[config.mk]
export PLATFORM = sky130hd
export DESIGN_NAME = ps2_receiver
export DESIGN_NICKNAME = d
export VERILOG_FILES = /design/src/rtl/ps2_pkg.sv /design/src/rtl/ps2_glitch_filter.sv /design/src/rtl/ps2_receiver.sv
export SDC_FILE = /design/constraint.sdc
export NUM_CORES = 1
export LEC_CHECK = 0
export CORE_ASPECT_RATIO = 0.5
export CORE_MARGIN = 5
export CORE_UTILIZATION = 37
export CTS_CLUSTER_DIAMETER = 200
export DETAILED_ROUTE_END_ITERATION = 10
export GPL_TIMING_DRIVEN = 0
export PLACE_DENSITY_LB_ADDON = 0.15
export REMOVE_ABC_BUFFERS = 1
export SLEW_MARGIN = 20
export SYNTH_ARGS = -nofsm -noshare
export SYNTH_HDL_FRONTEND = slang
export SYNTH_SLANG_ARGS = --single-unit
[constraint.sdc]
create_clock -name clk -period 2.35 [get_ports clk]
set_clock_uncertainty 0.1 [all_clocks]
set_input_delay 0.705 -clock clk [delete_from_list [all_inputs] [get_ports clk]]
set_output_delay 0.705 -clock clk [all_outputs]
set_load 0.02 [all_outputs]
[src/rtl/ps2_pkg.sv]
// Shared definitions for the PS/2 keyboard receiver: the frame FSM encoding,
// the data width and the default inactivity timeout.
package ps2_pkg;

  localparam int DATA_BITS              = 8;
  localparam int BIT_CNT_W              = $clog2(DATA_BITS);
  localparam int DEFAULT_TIMEOUT_CYCLES = 100000;

  typedef enum logic [1:0] {
    ST_IDLE   = 2'd0,
    ST_DATA   = 2'd1,
    ST_PARITY = 2'd2,
    ST_STOP   = 2'd3
  } ps2_state_e;

  // PS/2 uses odd parity: data bits plus the parity bit hold an odd number of ones.
  function automatic logic odd_parity_ok(input logic [DATA_BITS-1:0] data,
                                         input logic                 parity);
    return ^{data, parity};
  endfunction

endpackage

[src/rtl/ps2_glitch_filter.sv]
// Synchronizes the PS/2 clock and data lines, debounces the clock and emits a
// one-cycle pulse on each filtered clock falling edge.
module ps2_glitch_filter #(
  parameter int FILTER_LEN = 4
) (
  input  logic clk,
  input  logic reset_n,
  input  logic kb_clk_i,
  input  logic kb_data_i,
  output logic data_sync_o,
  output logic fall_o
);

  localparam int CNT_W = $clog2(FILTER_LEN + 1);
  localparam logic [CNT_W-1:0] CNT_LAST = CNT_W'(FILTER_LEN - 1);

  logic [1:0]       clk_sync_q;
  logic [1:0]       data_sync_q;
  logic             filt_q, filt_d;
  logic [CNT_W-1:0] cnt_q, cnt_d;

  // Count consecutive synchronized samples that disagree with the filtered
  // value; the filtered clock flips on the FILTER_LEN-th one.
  // NOTE: every signal driven here gets a default first so no latch is inferred.
  always_comb begin
    filt_d = filt_q;
    cnt_d  = '0;
    if (clk_sync_q[1] != filt_q) begin
      if (cnt_q == CNT_LAST) begin
        filt_d = clk_sync_q[1];
      end else begin
        cnt_d = cnt_q + 1'b1;
      end
    end
  end

  // NOTE: sequential state uses non-blocking assignments only.
  // Reset values mirror an idle PS/2 bus, where both lines are pulled high.
  always_ff @(posedge clk or negedge reset_n) begin
    if (!reset_n) begin
      clk_sync_q  <= 2'b11;
      data_sync_q <= 2'b11;
      filt_q      <= 1'b1;
      cnt_q       <= '0;
    end else begin
      clk_sync_q  <= {clk_sync_q[0], kb_clk_i};
      data_sync_q <= {data_sync_q[0], kb_data_i};
      filt_q      <= filt_d;
      cnt_q       <= cnt_d;
    end
  end

  assign fall_o      = filt_q & ~filt_d;
  assign data_sync_o = data_sync_q[1];

endmodule

[src/rtl/ps2_receiver.sv]
// PS/2 keyboard frame receiver: start, 8 data bits LSB first, odd parity and
// stop; reports good bytes, parity errors and framing/timeout errors.
module ps2_receiver
  import ps2_pkg::*;
#(
  parameter int TIMEOUT_CYCLES = DEFAULT_TIMEOUT_CYCLES,
  parameter int FILTER_LEN     = 4
) (
  input  logic                 clk,
  input  logic                 reset_n,
  input  logic                 kb_clk,
  input  logic                 kb_data,
  output logic [DATA_BITS-1:0] scan_code,
  output logic                 valid_scan_code,
  output logic                 parity_err,
  output logic                 frame_err
);

  localparam int TMO_W = $clog2(TIMEOUT_CYCLES + 1);
  localparam logic [TMO_W-1:0] TMO_LAST = TMO_W'(TIMEOUT_CYCLES - 1);
  localparam logic [BIT_CNT_W-1:0] BIT_LAST = BIT_CNT_W'(DATA_BITS - 1);

  logic                 sample;
  logic                 data_bit;
  logic                 timeout;

  ps2_state_e           state_q, state_d;
  logic [BIT_CNT_W-1:0] bit_cnt_q, bit_cnt_d;
  logic [DATA_BITS-1:0] shift_q, shift_d;
  logic                 parity_q, parity_d;
  logic [TMO_W-1:0]     tmo_q, tmo_d;
  logic [DATA_BITS-1:0] scan_q, scan_d;
  logic                 valid_q, valid_d;
  logic                 perr_q, perr_d;
  logic                 ferr_q, ferr_d;

  ps2_glitch_filter #(
    .FILTER_LEN (FILTER_LEN)
  ) u_filter (
    .clk         (clk),
    .reset_n     (reset_n),
    .kb_clk_i    (kb_clk),
    .kb_data_i   (kb_data),
    .data_sync_o (data_bit),
    .fall_o      (sample)
  );

  assign timeout = (state_q != ST_IDLE) && (tmo_q >= TMO_LAST);

  always_comb begin
    state_d   = state_q;
    bit_cnt_d = bit_cnt_q;
    shift_d   = shift_q;
    parity_d  = parity_q;
    scan_d    = scan_q;
    valid_d   = 1'b0;
    perr_d    = 1'b0;
    ferr_d    = 1'b0;

    // Inactivity counter saturates so a stalled keyboard cannot wrap it.
    if (state_q == ST_IDLE || sample) begin
      tmo_d = '0;
    end else if (tmo_q < TMO_LAST) begin
      tmo_d = tmo_q + 1'b1;
    end else begin
      tmo_d = tmo_q;
    end

    case (state_q)
      ST_IDLE: begin
        if (sample && !data_bit) begin
          state_d   = ST_DATA;
          bit_cnt_d = '0;
          shift_d   = '0;
        end
      end
      ST_DATA: begin
        if (sample) begin
          shift_d   = {data_bit, shift_q[DATA_BITS-1:1]};
          bit_cnt_d = bit_cnt_q + 1'b1;
          if (bit_cnt_q == BIT_LAST) begin
            state_d = ST_PARITY;
          end
        end
      end
      ST_PARITY: begin
        if (sample) begin
          parity_d = data_bit;
          state_d  = ST_STOP;
        end
      end
      ST_STOP: begin
        if (sample) begin
          state_d   = ST_IDLE;
          bit_cnt_d = '0;
          // A bad stop bit outranks a parity failure.
          if (!data_bit) begin
            ferr_d = 1'b1;
          end else if (odd_parity_ok(shift_q, parity_q)) begin
            scan_d  = shift_q;
            valid_d = 1'b1;
          end else begin
            perr_d = 1'b1;
          end
        end
      end
      default: state_d = ST_IDLE;
    endcase

    // A sample event in the same cycle keeps the frame alive.
    if (timeout && !sample) begin
      state_d   = ST_IDLE;
      bit_cnt_d = '0;
      shift_d   = '0;
      valid_d   = 1'b0;
      perr_d    = 1'b0;
      ferr_d    = 1'b1;
    end
  end

  always_ff @(posedge clk or negedge reset_n) begin
    if (!reset_n) begin
      state_q   <= ST_IDLE;
      bit_cnt_q <= '0;
      shift_q   <= '0;
      parity_q  <= 1'b0;
      tmo_q     <= '0;
      scan_q    <= '0;
      valid_q   <= 1'b0;
      perr_q    <= 1'b0;
      ferr_q    <= 1'b0;
    end else begin
      state_q   <= state_d;
      bit_cnt_q <= bit_cnt_d;
      shift_q   <= shift_d;
      parity_q  <= parity_d;
      tmo_q     <= tmo_d;
      scan_q    <= scan_d;
      valid_q   <= valid_d;
      perr_q    <= perr_d;
      ferr_q    <= ferr_d;
    end
  end

  assign scan_code       = scan_q;
  assign valid_scan_code = valid_q;
  assign parity_err      = perr_q;
  assign frame_err       = ferr_q;

endmodule

### Yosys cells after proc, flatten, opt, wreduce, memory -nomap -nowiden

Cells that the tools add are included.
W data, S select, Z words.

* register bits: 50
* input port bits: 4
* word-level logic and storage cells: 84

* add/sub/neg operators: 3
* magnitude comparators: 2
* eq/ne operators: 11
* mux-type cells: 36
* bitwise logic cells: 2
* reductions and logical operators: 17

Operators by type and width (count)
* $mux W17: 2
* $mux W8: 3
* $mux W3: 6
* $add A17 B1 Y17 const B: 1
* $ge A17 B17 Y1 const B: 1
* $lt A17 B17 Y1 const B: 1
* $mux W1: 16
* $pmux W8 S2: 1
* $mux W2: 6
* $ne A3 B3 Y1 const B: 4
* $pmux W3 S3: 1
* $reduce_xor A9 Y1: 1
* $pmux W2 S4: 1
* $reduce_and A4 Y1: 2
* $add A3 B1 Y3 const B: 2
* $reduce_and A5 Y1: 1
* $eq A2 B2 Y1 const B: 2
* $reduce_bool A2 Y1: 2
* $reduce_bool A4 Y1: 1
* $eq A3 B2 Y1 const B: 1
* $eq A3 B3 Y1 const B: 1
* $logic_and A1 B1 Y1: 3
* $ne A3 B1 Y1 const B: 1
* $reduce_and A3 Y1: 1
* other kinds (9): 10

### Depth between registers and ports, before layout

Gate-level depths: netlist of the first run.

* word-level depth: 9
* depth in mapped cells: 7
* gate-level depth less buffers: 7

### Hierarchy

A second synthesis of the first run with hierarchy kept.

* cell total of the unflattened synthesis: 224
* area, all modules: 2494.9 µm²

Modules (own cells, without submodules)
* ps2_receiver: times used 1, cells an instance 208, area an instance 2202.1 µm², sequential area each 1051.0 µm²
* ps2_glitch_filter: times used 1, cells an instance 16, area an instance 292.8 µm², sequential area each 206.4 µm²

### Worst setup path after synthesis of the first run

Ideal clock, no wire load.

* path kind: reg-to-reg
* start point: reg state_q[0]
* end point: reg shift_q[0]
* setup time: 0.121 ns
* arrival: 1.774 ns
* required time: 2.129 ns
* setup slack: 0.355 ns
* stages on the path, launching flop included: 8
* path through: dfrtp_1 -> inv_1 -> ha_1 -> clkbuf_1 -> or3_1 -> clkbuf_1 -> o221a_2 -> a22o_1

* cells in the longest elaborated chain, start to end: 5

Ends and longest elaborated chain
* start: declaration: line ps2_receiver.sv:27 `ps2_state_e state_q, state_d;`
* start signal: assignment: line ps2_receiver.sv:133 `state_q <= state_d;`
* $reduce_bool A2 Y1: line ps2_receiver.sv:48 `assign timeout = (state_q != ST_IDLE) && (tmo_q >= TMO_LAST);`
* $logic_and A1 B1 Y1: line ps2_receiver.sv:48
* $logic_and A1 B1 Y1: line ps2_receiver.sv:111 `if (timeout && !sample) begin`
* $ne A3 B1 Y1 (no line) (tied with other cells)
* $reduce_and A3 Y1 (no line)
* end signal: assignment: line ps2_receiver.sv:135 `shift_q <= shift_d;`
* end: declaration: line ps2_receiver.sv:29 `logic [DATA_BITS-1:0] shift_q, shift_d;`

Parallel ways exist; a longest one is shown, timed or not.
A chain may end at the register's enable or synchronous reset.

### Worst setup path after layout of the first run

* start point: reg shift_q[4]
* end point: reg scan_q[7], in the netlist scan_code[7]

* cells in the longest elaborated chain, start to end: 2

Ends and longest elaborated chain
* $reduce_xor A9 Y1: line ps2_pkg.sv:19 `return ^{data, parity};`
* $reduce_and A4 Y1 (no line)
* end signal: assignment: line ps2_receiver.sv:138 `scan_q <= scan_d;`
* end: declaration: line ps2_receiver.sv:32 `logic [DATA_BITS-1:0] scan_q, scan_d;`

No other way between the ends.

==> results.cfg, run 1 <==
[route]
ant_nets = 0
routed_wl_um = 4534
via_count = 1709
via_per_inst = 5.195
drc = 0
avgRoutedWirePerCell_um = 13.78
drt_iter0_markers = 116
dr.pass1.iters = 4

[worst_setup_path]
setup.worst_path.start_class = flip-flop
critical-path-top-delay-family = XOR/XNOR gates
cp.required_ns = 2.42
crit_slowest_cell = dfrtp_1
endpoint_kind = flip-flop
crit_path_max_fanout = 9
path_cells = xnor2_1 -> xnor3_1 -> xnor2_1 -> nand2b_1 -> mux2_4
cp.arrival_ns = 2.28
crit_path_max_incr_delay_ns = 0.43
crit_path_frequent_cell = xnor2_1
critPathKind = flip-flop to flip-flop
path_buf_inv = 0

[final_layout]
drive_gt1_frac = 0.1435
nNetsFinal = 249
final_common_cell = dfrtp_1
mostFrequentLayoutCells = dfrtp_1, nor2_1, nand2_1
fin_cells = 329
utilization = 0.4320
multi_input_area_sq_um = 1132
area_growth_pct = 15.00
area.sequential_sq_um = 1257
diodes = 0
fillCellCount = 631
design_area_sq_um = 2849

[grt]
grt_usage = 0.1224
grt_max_degree = 27
antenna_found_initial = 0
first_global_vias = 1741
grt_pass1_wl_um = 8480
globalRouteOverflowTotal = 0

[placed_design]
pre_cts_ws_ns = 0.1363
gp_congestion = 0.7837
dp.cells = 321
place_area_sq_um = 2698
hpwl_um = 3191
io_buffers = 14

[synthesis]
async_flop_share = 1.000
syn_area_per_cell_sq_um = 11.21
synth_cells = 221
synth_edf_count = 0
ys_seq_area_frac = 0.5076
ys_warn_count = 0
ys_ff_latch = 50
synth_top_flop_cell = dfrtp_1
synth_cell_type_count = 45
synthesis.area_sq_um = 2477

[sta]
fin_crit_ns = 2.202
holdWs_ns = 0.2462
rsz0062_at_grt = no
setup_viol = 0
final-max-slew-violation-count = 0
fmax_ghz = 0.4541
fin_ws_ns = 0.1476
slew_headroom = 0.5464
final_hold_viol_count = 0
worst-slew-pin-transition_ns = 0.6805
fin_crit_sh = 0.9372

[run_status]
run_status = finished, final reports clean

[floorplan]
die_x_um = 125.7
core_area_sq_um = 6595
fp.dieArea_sq_um = 8531
die_h_um = 67.86
io_pins = 15
fp-row-count = 21
start_util = 0.3756

[clocking]
cts_buffers = 5
clock-root-buffer = clkbuf_16
path_clk_slew_ns = 0.08
cts_tree = yes
clockBufferDepth = 2
clk_latency_ns = 0.30
ctsHoldBuffers = 0
clock-sinks = 50
ctsResizeCount = 0
post_cts_buffers = 0
htree_levels = 2

[power]
peakVddDrop_mv = 0.2894
powerDensity_nw_per_um2 = 798.8
p_leak_nw = 1.236

[run]
maxCapViolCount = 0

[hold_path]
hold_class = flip-flop to flip-flop
per-stage QoR:
step	TNS [ns]	total power [W]
CTS	0	0.002308
global placement	-45.20	0.001527
finish	0	0.002276
detailed placement	0	0.001557
global route	0	0.002454
floorplan	0	0.001414
cell usage after synthesis (2+ instances only):
| cell | number | area [sq um] |
|---|---|---|
| buf_6 | 3 | 33.78 |
| mux2_4 | 8 | 120.1 |
| o21ai_0 | 10 | 50.05 |
| dfrtp_1 | 45 | 1126 |
| nand2_1 | 14 | 52.55 |
| o221a_2 | 2 | 22.52 |
| ha_1 | 9 | 112.6 |
| xnor2_1 | 13 | 113.9 |
| inv_1 | 10 | 37.54 |
| nor3b_1 | 2 | 15.01 |
| or3_1 | 5 | 31.28 |
| o31ai_1 | 3 | 22.52 |
| a21oi_1 | 13 | 65.06 |
| a22o_1 | 8 | 70.07 |
| nor4_1 | 2 | 12.51 |
| mux2i_1 | 3 | 30.03 |
| nor2_1 | 16 | 60.06 |
| clkbuf_1 | 3 | 11.26 |
| dfstp_2 | 5 | 131.4 |
| nand3_1 | 7 | 35.03 |
| o22ai_1 | 2 | 12.51 |
| nand4_1 | 6 | 37.54 |
| nor3_1 | 6 | 30.03 |
| and2_1 | 2 | 12.51 |
| or4_1 | 3 | 22.52 |
| mux2_2 | 2 | 22.52 |
path summary, 6_finish.rpt:
path	from	to	slack, ns	cells past startpoint
hold reg to reg	u_filter.clk_sync_q[0]	u_filter.clk_sync_q[1]	0.25	0
min in group asynchronous	reset_n	shift_q[1]	0.31	1
max in group asynchronous	reset_n	u_filter.data_sync_q[0]	1.21	2
hold / removal	u_filter.clk_sync_q[0]	u_filter.clk_sync_q[1]	0.25	0
setup / recovery	shift_q[4]	scan_code[7]	0.15	5
setup reg to reg	shift_q[4]	scan_code[7]	0.15	5
metal layers:
metal	vias to the layer above	track usage	wire length, um
met3	6	0.02962	168
met5	-	0	0
met2	31	0.2074	2084
met4	0	0.03243	52
li1	829	-	-
met1	843	0.1605	2229
worst register-to-register path, stage by stage, from the launching register on:
cell and delay (ns):
dfrtp_1 0.43, xnor2_1 0.18, xnor3_1 0.41, xnor2_1 0.20, nand2b_1 0.36, mux2_4 0.41
area by class of cell:
| class | instances | share of cell area |
|---|---|---|
| tap | 92 | 0.04040 |
| multi-input combinational | 154 | 0.3975 |
| inverter | 10 | 0.01318 |
| timing repair buffer | 15 | 0.05446 |
| clock buffer | 5 | 0.04392 |
| sequential | 50 | 0.4414 |
| clock inverter | 3 | 0.009223 |
where the power goes:
group	internal, W	switching, W	leakage, nW
Clock	0.000405	0.000340	0.0748
Combinational	0.000211	0.000278	0.491
Sequential	0.000958	0.0000840	0.670
Total	0.00157	0.000702	1.24
logic make-up (layout without fill, tap and decap cells):
| logic type | count (synthesis) | count (layout) | synth area share |
|---|---|---|---|
| xor+xnor | 15 | 15 | 0.05859 |
| fa+ha+maj | 9 | 9 | 0.04546 |
| buf+inv | 17 | 33 | 0.03535 |
| flops | 50 | 50 | 0.5076 |
| mux | 13 | 13 | 0.06970 |
| simple gates | 73 | 73 | 0.1631 |
| compound gates | 44 | 44 | 0.1202 |
state kept, by name, indices dropped and copies added, names as in the netlist, 2 cells and up:
| name | cells |
|---|---|
| u_filter.cnt_q | 3 |
| tmo_q | 17 |
| scan_code | 8 |
| shift_q | 8 |
| bit_cnt_q | 3 |
| u_filter.data_sync_q | 2 |
| u_filter.clk_sync_q | 2 |
| state_q | 2 |
(Power assumes the default switching activity.)
==> inputs of run 2 (changes only) <==
--- a/config.mk
+++ b/config.mk
@@ -19 +19,2 @@
 export SYNTH_SLANG_ARGS = --single-unit
+export TNS_END_PERCENT = 20
--- a/constraint.sdc
+++ b/constraint.sdc
@@ -4,2 +4,2 @@
 set_output_delay 0.705 -clock clk [all_outputs]
-set_load 0.02 [all_outputs]
+set_load 0.01 [all_outputs]
==> results of run 2 <==
The final DEF is identical to that of run 1. Status: finished, final reports clean.
